$ cat src/rtl/parallel_bus_pkg.sv
// parallel_bus_pkg: FSM states, default widths and pwd mode constants shared by the parallel bus master and slave.
package parallel_bus_pkg;
  localparam int DEF_ADDR_WIDTH  = 8;
  localparam int DEF_DATA_WIDTH  = 8;
  localparam int DEF_NUM_REGS    = 16;
  localparam int DEF_SYNC_STAGES = 2;
  localparam logic PWD_8BIT      = 1'b0;
  typedef enum logic [1:0] {
    ST_IDLE    = 2'd0,
    ST_WR_HOLD = 2'd1,
    ST_RD_HOLD = 2'd2,
    ST_RELEASE = 2'd3
  } bus_state_e;
endpackage

$ cat src/rtl/parallel_slave_regs_strobe_sync.sv
// strobe_sync: multi-stage synchronizer for an active-low bus strobe; it resets to the idle level (1).
module strobe_sync #(
  parameter int STAGES = 2
) (
  input  logic clk,
  input  logic rst,
  input  logic i_d,
  output logic o_q
);
  logic [STAGES-1:0] r_ff;
  always_ff @(posedge clk or negedge rst)
    if (!rst) r_ff <= '1;
    else      r_ff <= {r_ff[STAGES-2:0], i_d};
  assign o_q = r_ff[STAGES-1];
endmodule

$ cat src/rtl/parallel_slave_regs.sv
// parallel_slave_regs: responder for the 8-bit parallel register bus, backed by a register file.
// Define PARALLEL_SLV_ERR_EN to build the sticky err detector; otherwise err is tied 0.
module parallel_slave_regs
  import parallel_bus_pkg::*;
#(
  parameter int ADDR_WIDTH  = DEF_ADDR_WIDTH,
  parameter int DATA_WIDTH  = DEF_DATA_WIDTH,
  parameter int NUM_REGS    = DEF_NUM_REGS,
  parameter int SYNC_STAGES = DEF_SYNC_STAGES
) (
  input  logic                         clk,
  input  logic                         rst,
  input  logic                         wr,
  input  logic                         rd,
  input  logic                         pwd,
  input  logic [ADDR_WIDTH-1:0]        p_addr,
  input  logic [DATA_WIDTH-1:0]        p_wdata,
  output logic [DATA_WIDTH-1:0]        p_rdata,
  output logic                         data_tri_select,
  output logic                         reg_wr_evt,
  output logic [ADDR_WIDTH-1:0]        reg_wr_addr,
  output logic [DATA_WIDTH-1:0]        reg_wr_data,
  output logic [NUM_REGS*DATA_WIDTH-1:0] regs_flat,
  output logic                         err
);
  localparam int IW = (NUM_REGS > 1) ? $clog2(NUM_REGS) : 1;
  logic                  w_wr_s, w_rd_s;
  logic [ADDR_WIDTH-1:0] r_addr_q;
  logic [DATA_WIDTH-1:0] r_wdata_q;
  logic [DATA_WIDTH-1:0] r_regs [NUM_REGS];
  logic [DATA_WIDTH-1:0] r_rdata;
  logic                  r_tri, r_evt;
  logic [ADDR_WIDTH-1:0] r_wr_addr;
  logic [DATA_WIDTH-1:0] r_wr_data;
  bus_state_e            r_state, w_next;
  logic                  w_wr_go, w_rd_go, w_rd_done, w_in_range;
  logic [IW-1:0]         w_idx;

  strobe_sync #(.STAGES(SYNC_STAGES)) u_wr_sync (.clk(clk), .rst(rst), .i_d(wr), .o_q(w_wr_s));
  strobe_sync #(.STAGES(SYNC_STAGES)) u_rd_sync (.clk(clk), .rst(rst), .i_d(rd), .o_q(w_rd_s));

  // addr/wdata are only consumed after the synced strobe goes low, so one register stage is enough
  always_ff @(posedge clk or negedge rst)
    if (!rst) begin
      r_addr_q  <= '0;
      r_wdata_q <= '0;
    end else begin
      r_addr_q  <= p_addr;
      r_wdata_q <= p_wdata;
    end

  assign w_in_range = {1'b0, r_addr_q} < (ADDR_WIDTH+1)'(NUM_REGS);
  assign w_idx      = r_addr_q[IW-1:0];

  always_ff @(posedge clk or negedge rst)
    if (!rst) r_state <= ST_IDLE;
    else      r_state <= w_next;

  always_comb begin
    w_next    = r_state;
    w_wr_go   = 1'b0;
    w_rd_go   = 1'b0;
    w_rd_done = 1'b0;
    unique case (r_state)
      ST_IDLE: begin
        w_wr_go = !w_wr_s;
        w_rd_go = w_wr_s && !w_rd_s;
        w_next  = w_wr_go ? ST_WR_HOLD : (w_rd_go ? ST_RD_HOLD : ST_IDLE);
      end
      ST_WR_HOLD: w_next = w_wr_s ? ST_RELEASE : ST_WR_HOLD;
      ST_RD_HOLD: begin
        w_rd_done = w_rd_s;
        w_next    = w_rd_s ? ST_RELEASE : ST_RD_HOLD;
      end
      default: w_next = ST_IDLE;
    endcase
  end

  always_ff @(posedge clk or negedge rst)
    if (!rst) begin
      for (int k = 0; k < NUM_REGS; k++) r_regs[k] <= '0;
    end else if (w_wr_go && w_in_range) begin
      r_regs[w_idx] <= r_wdata_q;
    end

  always_ff @(posedge clk or negedge rst)
    if (!rst) begin
      r_rdata   <= '0;
      r_tri     <= 1'b0;
      r_evt     <= 1'b0;
      r_wr_addr <= '0;
      r_wr_data <= '0;
    end else begin
      r_evt <= w_wr_go && w_in_range;
      if (w_wr_go && w_in_range) begin
        r_wr_addr <= r_addr_q;
        r_wr_data <= r_wdata_q;
      end
      if (w_rd_go) begin
        r_rdata <= w_in_range ? r_regs[w_idx] : '0;
        r_tri   <= 1'b1;
      end else if (w_rd_done) begin
        r_tri <= 1'b0;
      end
    end

  for (genvar i = 0; i < NUM_REGS; i++) begin : g_flat
    assign regs_flat[i*DATA_WIDTH +: DATA_WIDTH] = r_regs[i];
  end

  assign p_rdata         = r_rdata;
  assign data_tri_select = r_tri;
  assign reg_wr_evt      = r_evt;
  assign reg_wr_addr     = r_wr_addr;
  assign reg_wr_data     = r_wr_data;

`ifdef PARALLEL_SLV_ERR_EN
  logic r_pwd_q, r_err;
  always_ff @(posedge clk or negedge rst)
    if (!rst) begin
      r_pwd_q <= PWD_8BIT;
      r_err   <= 1'b0;
    end else begin
      r_pwd_q <= pwd;
      if ((!w_wr_s && !w_rd_s) ||
          ((w_wr_go || w_rd_go) && (!w_in_range || r_pwd_q != PWD_8BIT)))
        r_err <= 1'b1;
    end
  assign err = r_err;
`else
  logic w_unused;
  assign w_unused = pwd ^ PWD_8BIT;
  assign err      = 1'b0;
`endif
endmodule
$ cat config.mk
export PLATFORM = sky130hd
export DESIGN_NAME = parallel_slave_regs
export DESIGN_NICKNAME = d
export VERILOG_FILES = /design/src/rtl/parallel_bus_pkg.sv /design/src/rtl/parallel_slave_regs_strobe_sync.sv /design/src/rtl/parallel_slave_regs.sv
export SDC_FILE = /design/constraint.sdc
export NUM_CORES = 1
export LEC_CHECK = 0
export ABC_AREA = 0
export CELL_PAD_IN_SITES_DETAIL_PLACEMENT = 0
export CELL_PAD_IN_SITES_GLOBAL_PLACEMENT = 1
export CORE_ASPECT_RATIO = 1.25
export CORE_MARGIN = 8
export CORE_UTILIZATION = 44
export DETAILED_ROUTE_END_ITERATION = 10
export PLACE_DENSITY_LB_ADDON = 0.25
export SLEW_MARGIN = 10
export SYNTH_ARGS = -nofsm -noshare
export SYNTH_HDL_FRONTEND = slang
export SYNTH_HIERARCHICAL = 1
export SYNTH_SLANG_ARGS = --single-unit
$ cat constraint.sdc
create_clock -name clk -period 4.7 [get_ports clk]
set_clock_uncertainty 0.2 [all_clocks]
set_input_delay 0.47 -clock clk [delete_from_list [all_inputs] [get_ports clk]]
set_output_delay 0.47 -clock clk [all_outputs]
set_load 0.005 [all_outputs]
# Yosys cells after proc, flatten, opt, wreduce, memory -nomap -nowiden
# Index checks and enable logic that the tools add are counted.
[op_classes] magnitude_cmp=3 eq_ne=2 muxes=17 bitwise_logic=1 n_reduce_logical=7
[op_table] operator="$bwmux W128" n=1
[op_table] operator="$bmux W8 S4" n=1
[op_table] operator="$demux W8 S4" n=1
[op_table] operator="$mux W8" n=4
[op_table] operator="$lt A8 B5 Y1 const B" n=1
[op_table] operator="$mux W1" n=6
[op_table] operator="$mux W2" n=3
[op_table] operator="$pmux W2 S3" n=1
[op_table] operator="$ge A5 B5 Y1 const B" n=1
[op_table] operator="$lt A5 B1 Y1 const B" n=1
[op_table] operator="$not A4 Y5" n=1
[op_table] operator="$logic_and A1 B1 Y1" n=3
[op_table] operator="$eq A2 B1 Y1 const B" n=1
[op_table] operator="$eq A2 B2 Y1 const B" n=1
[op_table] operator="$logic_not A1 Y1" n=2
[op_table] operator="$logic_not A2 Y1" n=1
[op_table] operator="$reduce_bool A2 Y1" n=1
[word_totals] reg_bits=176 input_bits=21 output_inout_bits=155 wordCells=56

# Logic depth before layout (Yosys ltp)
# Gate-level depths: netlist of the first run.
[depth] depth_word=6 ltp_mapped=6 mapped_depth_nobuf=4

# Modules after synthesis
# The synthesis of the first run kept the hierarchy.
[modules_own_cells] mod="parallel_slave_regs" instances=1 cells_per_inst=446 area_each_um2=7370.8 seq_area_each_um2=4304.1
[modules_own_cells] mod="strobe_sync" instances=2 cells_per_inst=2 area_each_um2=52.6 seq_area_each_um2=52.6

# Worst setup path before layout of the first run
# OpenSTA, ideal clock, no wires.
[synth_timing] path_kind="register to register" start="register r_addr_q[4]" end="register r_wr_addr[0], in the netlist reg_wr_addr[0]" setup_time_ns=0.125 arrival_time_ns=2.001 required_ns=4.375 setup_slack_ns=2.374 stages_incl_launch_ff=6 n_path_buf=2 synth_period_minus_slack_ns=2.326 cell_sequence="dfrtp_1 > or4_4 > nor4_4 > buf_8 > buf_4 > mux2_2"
[synth_via] elab_chain_cells=2
[synth_rtl] element="start: declaration" line_no="parallel_slave_regs.sv:28" text="logic [ADDR_WIDTH-1:0] r_addr_q;"
[synth_rtl] element="start signal: assignment" line_no="parallel_slave_regs.sv:48" text="r_addr_q <= p_addr;"
[synth_rtl] element="$lt A8 B5 Y1" line_no="parallel_slave_regs.sv:52" text="assign w_in_range = {1'b0, r_addr_q} < (ADDR_WIDTH+1)'(NUM_REGS);"
[synth_rtl] element="$logic_and A1 B1 Y1" line_no="parallel_slave_regs.sv:95" text="if (w_wr_go && w_in_range) begin"
[synth_rtl] element="end signal: assignment" line_no="parallel_slave_regs.sv:96" text="r_wr_addr <= r_addr_q;"
[synth_rtl] element="end: declaration" line_no="parallel_slave_regs.sv:33" text="logic [ADDR_WIDTH-1:0] r_wr_addr;"
# No other way between the ends.
# A chain may end at the register's enable or synchronous reset.

# Worst setup path after layout of the first run
[layout_timing] start="register r_addr_q[4]" end="register r_regs, in the netlist regs_flat[109]"
[layout_via] elab_chain_cells=2
[layout_rtl] element="$lt A8 B5 Y1" line_no="parallel_slave_regs.sv:52"
[layout_rtl] element="$logic_and A1 B1 Y1" line_no="parallel_slave_regs.sv:82" text="end else if (w_wr_go && w_in_range) begin"
[layout_rtl] element="end signal: indexed assignment" line_no="parallel_slave_regs.sv:83" text="r_regs[w_idx] <= r_wdata_q;"
[layout_rtl] element="end: declaration" line_no="parallel_slave_regs.sv:30" text="logic [DATA_WIDTH-1:0] r_regs [NUM_REGS];"
# No other way between the ends.

==> impl_metrics.yaml, run 1 <==
synthesis:
  postSynthAreaPerCell_sq_um: 16.6
  netlist_top_cells_area: "dfrtp_1, mux2_2, mux4_2, nand3_4, dfstp_2"
  ys_types: 27
  ys_seq_area_share_pct: 59.0
  ys_warn_count: 6
  postSynth.asyncResetShare_pct: 100
  synth_area_sq_um: 7480
  synth-edff-count: 0
  ys_ff_latch: 176
  synth_top_area_share_pct: 57.6
  synth_flop_cell: "dfrtp_1"
  synth_top_area_cell: "dfrtp_1"
  yosysMostFrequentCell: "dfrtp_1"
  syn-num-nets: 471
  synthTopCellsByCount: "dfrtp_1, mux2_2, mux4_2"
  synth_cells: 450
cts:
  path_clk_slew_ps: 60
  htreeDepth: 4
  numCtsBuffers: 17
  cts_tree: "built"
  clockBufferDepth: 2
  clock_sinks: 176
  root_buffer: "clkbuf_16"
  clk_latency_ps: 420
pwr:
  irDropWorstVdd_mv: 0.215
  swShare_pct: 23.1
  total_leakage_power_nw: 4.53
  combPwrFrac_pct: 10.8
  p_per_area_nw_per_um2: 348
  pwr-share-seq_pct: 49.3
  intPower_w: 0.00267
  clockPowerShare_pct: 39.9
  switchingPower_w: 0.000805
sta:
  fin_crit_sh_pct: 62.4
  final-setup-viol-count: 0
  worst_pin_slew_ps: 1150
  rsz0062_at_grt: "false"
  slew_headroom_pct: 23.7
  worst_slack_ps: 1770
  final_max_slew_viol_count: 0
  fin_setup_tns_ps: 0
  fmax_ghz: 0.341
  period_needed_ps: 2930
  hold_viol: 0
placed_design:
  detailed_place.area_sq_um: 9400
  io_buffer_count: 173
  place_ws_ps: 1770
  place.gp.congestion: 0.757
  hpwl_mm: 13.9
global_route:
  grt_pass1_vias: 5120
  grt_pass1_wl_mm: 31.7
  grt.overflow.total: 0
  gr-usage-all-layers_pct: 19.5
  antenna_found_initial: 0
  grt_max_degree: 100
flow_run:
  max_cap_viol_count: 0
worst_setup_path:
  cp.required_ps: 4800
  path_cells: "or4_4 -> nor4_4 -> buf_4 -> nand4_2 -> mux2_2"
  cp_slowest_cell: "buf_4"
  cpPeakStageDelay_ps: 580
  worstSetupPathType: "flop to flop"
  worstSetupStartpointType: "flop"
  critPathCaptureType: "flop"
  crit_arrival_ps: 3040
  cp_max_fo: 33
die:
  io_pins: 176
  fp-row-count: 53
  dieArea_sq_um: 21400
  core-area_sq_um: 16700
  fp.dieH_um: 162
  start_util_pct: 44.7
  die_w_um: 133
cells_and_area:
  nNetsFinal: 643
  num_antenna_cells: 0
  area_growth_pct: 33.7
  layout-drive-gt1-share_pct: 37.0
  postLayoutCellArea_sq_um: 10000
drt:
  first_iter_violations: 208
  post_drt_via_cell_ratio: 5.40
  route.detailed.drc: 0
  antenna_left: 0
  via_count: 4621
  routed_wl_mm: 20.1
  drtPass1Iterations: 4
  routedWlPerCell_um: 23.5
status:
  status: "finished clean"
min_path:
  hp-class: "flop to flop"
final timing paths:
check,startpoint,endpoint,slack (ps),cells past startpoint
worst min-delay path,u_wr_sync/r_ff[0],u_wr_sync/r_ff[1],160,0
worst max-delay path,r_addr_q[4],regs_flat[109],1770,5
min in group asynchronous,rst,r_wdata_q[6],510,2
worst min register to register,u_wr_sync/r_ff[0],u_wr_sync/r_ff[1],160,0
worst max register to register,r_addr_q[4],regs_flat[109],1770,5
max in group asynchronous,rst,r_addr_q[3],2600,3
cells in the final DEF (no fill, tap or decap), drive strengths merged:
cell type      Yosys  layout
bufinv             0       2
nor2b              8       8
clkbuf            13      22
nor4               1       1
nand2             10      10
a21oi              1       1
nand2b             2       2
and2               1       1
clkdlybuf4s50      0     172
nor2               5       5
or2                1       1
mux2i              1       1
dfrtp            172     172
dfstp              4       4
or3                1       1
a22o               8       8
dlygate4sd3        0       1
mux2             140     140
mux4              32      32
o21ai              9       9
or4                1       1
clkinvlp           0       1
buf               15       8
conb               1       1
nand3             12      12
a221oi             8       8
clkinv             0       7
nand4              4       4
registers in the layout, summed over array words and instances (netlist names):
name and count:
r_addr_q 8, u_wr_sync/r_ff 2, regs_flat 128, reg_wr_data 8, reg_wr_evt 1, data_tri_select 1
r_wdata_q 8, p_rdata 8, u_rd_sync/r_ff 2, reg_wr_addr 8, r_state 2
what timing repair did:
| action | CTS | global route |
|---|---|---|
| hold buffers | 1 | 0 |
| buffers inserted | 0 | 0 |
| gates resized for setup | 0 | 0 |
| endpoints found under the hold margin | 77 | 0 |
| setup endpoints to repair | 0 | 0 |
power groups by stage:
stage / sequential, W / clock [W] / combinational [W]
detailed placement: 0.00174 / 0 / 0.000383
floorplan: 0.00171 / 0 / 0.000156
CTS: 0.00172 / 0.00142 / 0.000385
global placement: 0.00174 / 0 / 0.000376
finish: 0.00172 / 0.00139 / 0.000375
global route: 0.00173 / 0.00148 / 0.000411
kinds of logic after synthesis:
family,count (synthesis),share of synthesized area [%]
flip-flops,176,59.0
multiplexers,173,30.9
AND/OR/NAND/NOR,46,5.76
buffers and inverters,28,1.81
AO/OA/AOI/OAI,26,2.54
other,1,0.0502
per-layer routing:
| layer | part of all wire, % | GRT usage, % | wire [um] | vias to the layer above |
|---|---|---|---|---|
| met3 | 4.5 | 5.28 | 898 | 24 |
| met1 | 42 | 23.7 | 8490 | 2451 |
| met2 | 52 | 33.1 | 10400 | 117 |
| met4 | 1.8 | 6.21 | 365 | 0 |
| met5 | 0 | 0 | 0 | - |
| li1 | - | - | - | 2029 |
through the flow:
stage / hold WS (ps) / power, W / cells / util [%]
2_1_floorplan: -25.6 / 0.00186 / 450 / -
3_3_place_gp: 152 / 0.00211 / 822 / 56.3
3_5_place_dp: 150 / 0.00213 / 822 / 56.3
4_1_cts: 159 / 0.00352 / 855 / 59.8
5_1_grt: 166 / 0.00362 / 855 / 59.8
6_report: 155 / 0.00348 / 855 / 59.8
critical path, delay by kind of cell, from the launching register on:
family,cells,cell delay [ps]
muxes,1,450
buffers and inverters,1,580
and+or+nand+nor,3,1180
DFF,1,360
cell type report:
type                            count  area (sq um)
Tap cell                          220           275
Multi-Input combinational cell    246          2930
Fill cell                        1366          6710
Timing Repair Buffer              181          1800
Clock buffer                       22           474
Clock inverter                     10           110
Sequential cell                   176          4410
Note: power is estimated with default switching activity, not from simulation.
==> run 2, diff against run 1 <==
--- a/config.mk
+++ b/config.mk
@@ -10,7 +10,7 @@
 export CELL_PAD_IN_SITES_GLOBAL_PLACEMENT = 1
 export CORE_ASPECT_RATIO = 1.25
 export CORE_MARGIN = 8
-export CORE_UTILIZATION = 44
+export CORE_UTILIZATION = 37
 export DETAILED_ROUTE_END_ITERATION = 10
 export PLACE_DENSITY_LB_ADDON = 0.25
 export SLEW_MARGIN = 10
==> constraint.sdc (replaced) <==
create_clock -name clk -period 2.5 [get_ports clk]
set_clock_uncertainty 0.2 [all_clocks]
set_input_delay 0.25 -clock clk [delete_from_list [all_inputs] [get_ports clk]]
set_output_delay 0.25 -clock clk [all_outputs]
set_load 0.005 [all_outputs]
==> run 2 against run 1 <==
  * Core utilization shrank 8.2 points
  * Largest cell class unchanged
  * Highest routed layer unchanged
  * Non-clock buffer count grew 14
  * Sequential cell count is the same
  * Wire length grew 5.5%
  * Hold slack lost 120 ps
  * Clock power grew 110%
  * Combinational power grew 100%
  * Global-route usage shrank 1.6 points
  * First-iteration DRC count shrank 16%
  * Critical path depth shrank 1
  * Design area grew 3.0%
  * Total power grew 96%
==> impl_metrics.yaml, run 2 (synthesis gave the netlist of run 1 again) <==
pwr:
  irDropWorstVdd_mv: 0.442
  p_per_area_nw_per_um2: 662
  total_leakage_power_nw: 4.62
cts:
  clock_sinks: 176
  cts_tree: "built"
  numCtsBuffers: 17
  clockBufferDepth: 2
  path_clk_slew_ps: 70
  clk_latency_ps: 420
  root_buffer: "clkbuf_16"
  htreeDepth: 4
drt:
  post_drt_via_cell_ratio: 5.03
  route.detailed.drc: 0
  routedWlPerCell_um: 23.1
  routed_wl_mm: 21.2
  drtPass1Iterations: 4
  via_count: 4621
  first_iter_violations: 174
  antenna_left: 0
min_path:
  hp-class: "primary input to flop"
  worstHoldStart: "rd"
worst_setup_path:
  crit_start: "r_addr_q[2]"
  worstSetupStartpointType: "flop"
  reg2reg_setup_slack_ps: 160
  crit_arrival_ps: 2450
  cpPeakStageDelay_ps: 660
  timing.rr.start: "r_addr_q[2]"
  path_cells: "buf_12 -> nor2b_1 -> nand3_4 -> mux2_2"
  cp.required_ps: 2610
  critPathCaptureType: "flop"
  cp_slowest_cell: "nor2b_1"
  cp_max_fo: 19
  worstSetupPathType: "flop to flop"
placed_design:
  placed_cells: 886
  io_buffer_count: 173
  hpwl_mm: 15.2
  place.gp.congestion: 0.797
  detailed_place.area_sq_um: 9630
sta:
  period_needed_ps: 2340
  hold_viol: 0
  rsz0062_at_grt: "false"
  fin_setup_tns_ps: 0
  slew_headroom_pct: 47.9
  fin_crit_sh_pct: 93.7
  fmax_ghz: 0.427
  final-setup-viol-count: 0
  worst_pin_slew_ps: 780
  final_max_slew_viol_count: 0
cells_and_area:
  layout-drive-gt1-share_pct: 38.5
  num_antenna_cells: 0
  nNetsFinal: 657
  fill_cells: 1698
  final_common_cell: "clkdlybuf4s50_1"
  multiInputGateArea_sq_um: 2950
  seq_area_sq_um: 4410
  final_cell_mix: "clkdlybuf4s50_1, dfrtp_1, mux2_2"
  fin_util_pct: 51.6
  largest_reg_flops: 128
  area_growth_pct: 37.8
  stdcell_count: 919
  postLayoutCellArea_sq_um: 10300
global_route:
  antenna_found_initial: 0
  grt_pass1_wl_mm: 33.1
  grt.overflow.total: 0
  grt_max_degree: 55
  gr-usage-all-layers_pct: 17.9
  grt_pass1_vias: 5250
die:
  dieArea_sq_um: 25000
  fp-row-count: 58
  start_util_pct: 37.5
  die_w_um: 143
  io_pins: 176
  fp.dieH_um: 175
  core-area_sq_um: 20000
flow_run:
  max_cap_viol_count: 0
status:
  status: "finished clean"
-- run 2: cell types whose count changed in the layout (fill, tap and decap cells not counted) --
cell | before | now
buf_4 | 7 | 15
buf_12 | 0 | 5
clkbuf_8 | 3 | 0
clkinv_2 | 5 | 2
inv_8 | 0 | 3
bufinv_16 | 2 | 4
nand4_2 | 4 | 2
nand4_4 | 0 | 2
buf_6 | 1 | 2
clkbuf_1 | 2 | 1
clkinvlp_4 | 1 | 2
inv_6 | 0 | 1
-- run 2: path summary, 6_finish.rpt --
kind	cells after the start	to
worst max-delay path	4	regs_flat[42]
min in group asynchronous	2	reg_wr_addr[7]
worst min register to register	0	u_rd_sync/r_ff[1]
worst max register to register	4	regs_flat[42]
worst min-delay path	1	u_rd_sync/r_ff[0]
max in group asynchronous	3	r_addr_q[2]
-- run 2: where the power goes --
part	leakage, nW	switching, W	internal (W)	total [W]
logic	1.93	0.000291	0.000471	0.000762
registers	2.38	0.000173	0.00303	0.00320
clock network	0.306	0.00116	0.00170	0.00285
-- run 2: metrics by stage --
stage | setup WS [ps] | power (W) | hold slack [ps]
2_1_floorplan | 174 | 0.00350 | -246
3_3_place_gp | 87.2 | 0.00401 | 38.2
3_5_place_dp | 24.6 | 0.00404 | 44.6
4_1_cts | 12.3 | 0.00692 | 16.5
5_1_grt | 32.4 | 0.00711 | 24.2
6_report | 157 | 0.00682 | 39.7
-- run 2: area by class of cell --
| type | count | area share (%) |
|---|---|---|
| multi-input combinational | 246 | 28.6 |
| clock buffer | 18 | 4.17 |
| tap | 270 | 3.28 |
| clock inverter | 14 | 1.99 |
| timing repair buffer | 195 | 19.1 |
| sequential | 176 | 42.8 |
-- run 2: worst max-delay path: cells and delay by family, from the launching register on --
family / cells / cell delay, ps
multiplexers: 1 / 350
buffers and inverters: 1 / 230
AND/OR/NAND/NOR: 2 / 970
flip-flops: 1 / 470
-- run 2: timing repair --
action,in CTS,in global routing
resized for setup,0,3
hold endpoints to repair,51,0
hold buffers,1,0
setup buffers,0,0
setup endpoints to repair,0,10
-- run 2: layer usage --
| layer | wire (um) | vias to the layer above | track usage, % |
|---|---|---|---|
| li1 | - | 2051 | - |
| met1 | 8800 | 2436 | 21.6 |
| met2 | 11000 | 112 | 30.5 |
| met3 | 1010 | 22 | 3.99 |
| met4 | 416 | 0 | 6.30 |
| met5 | 0 | - | 0 |
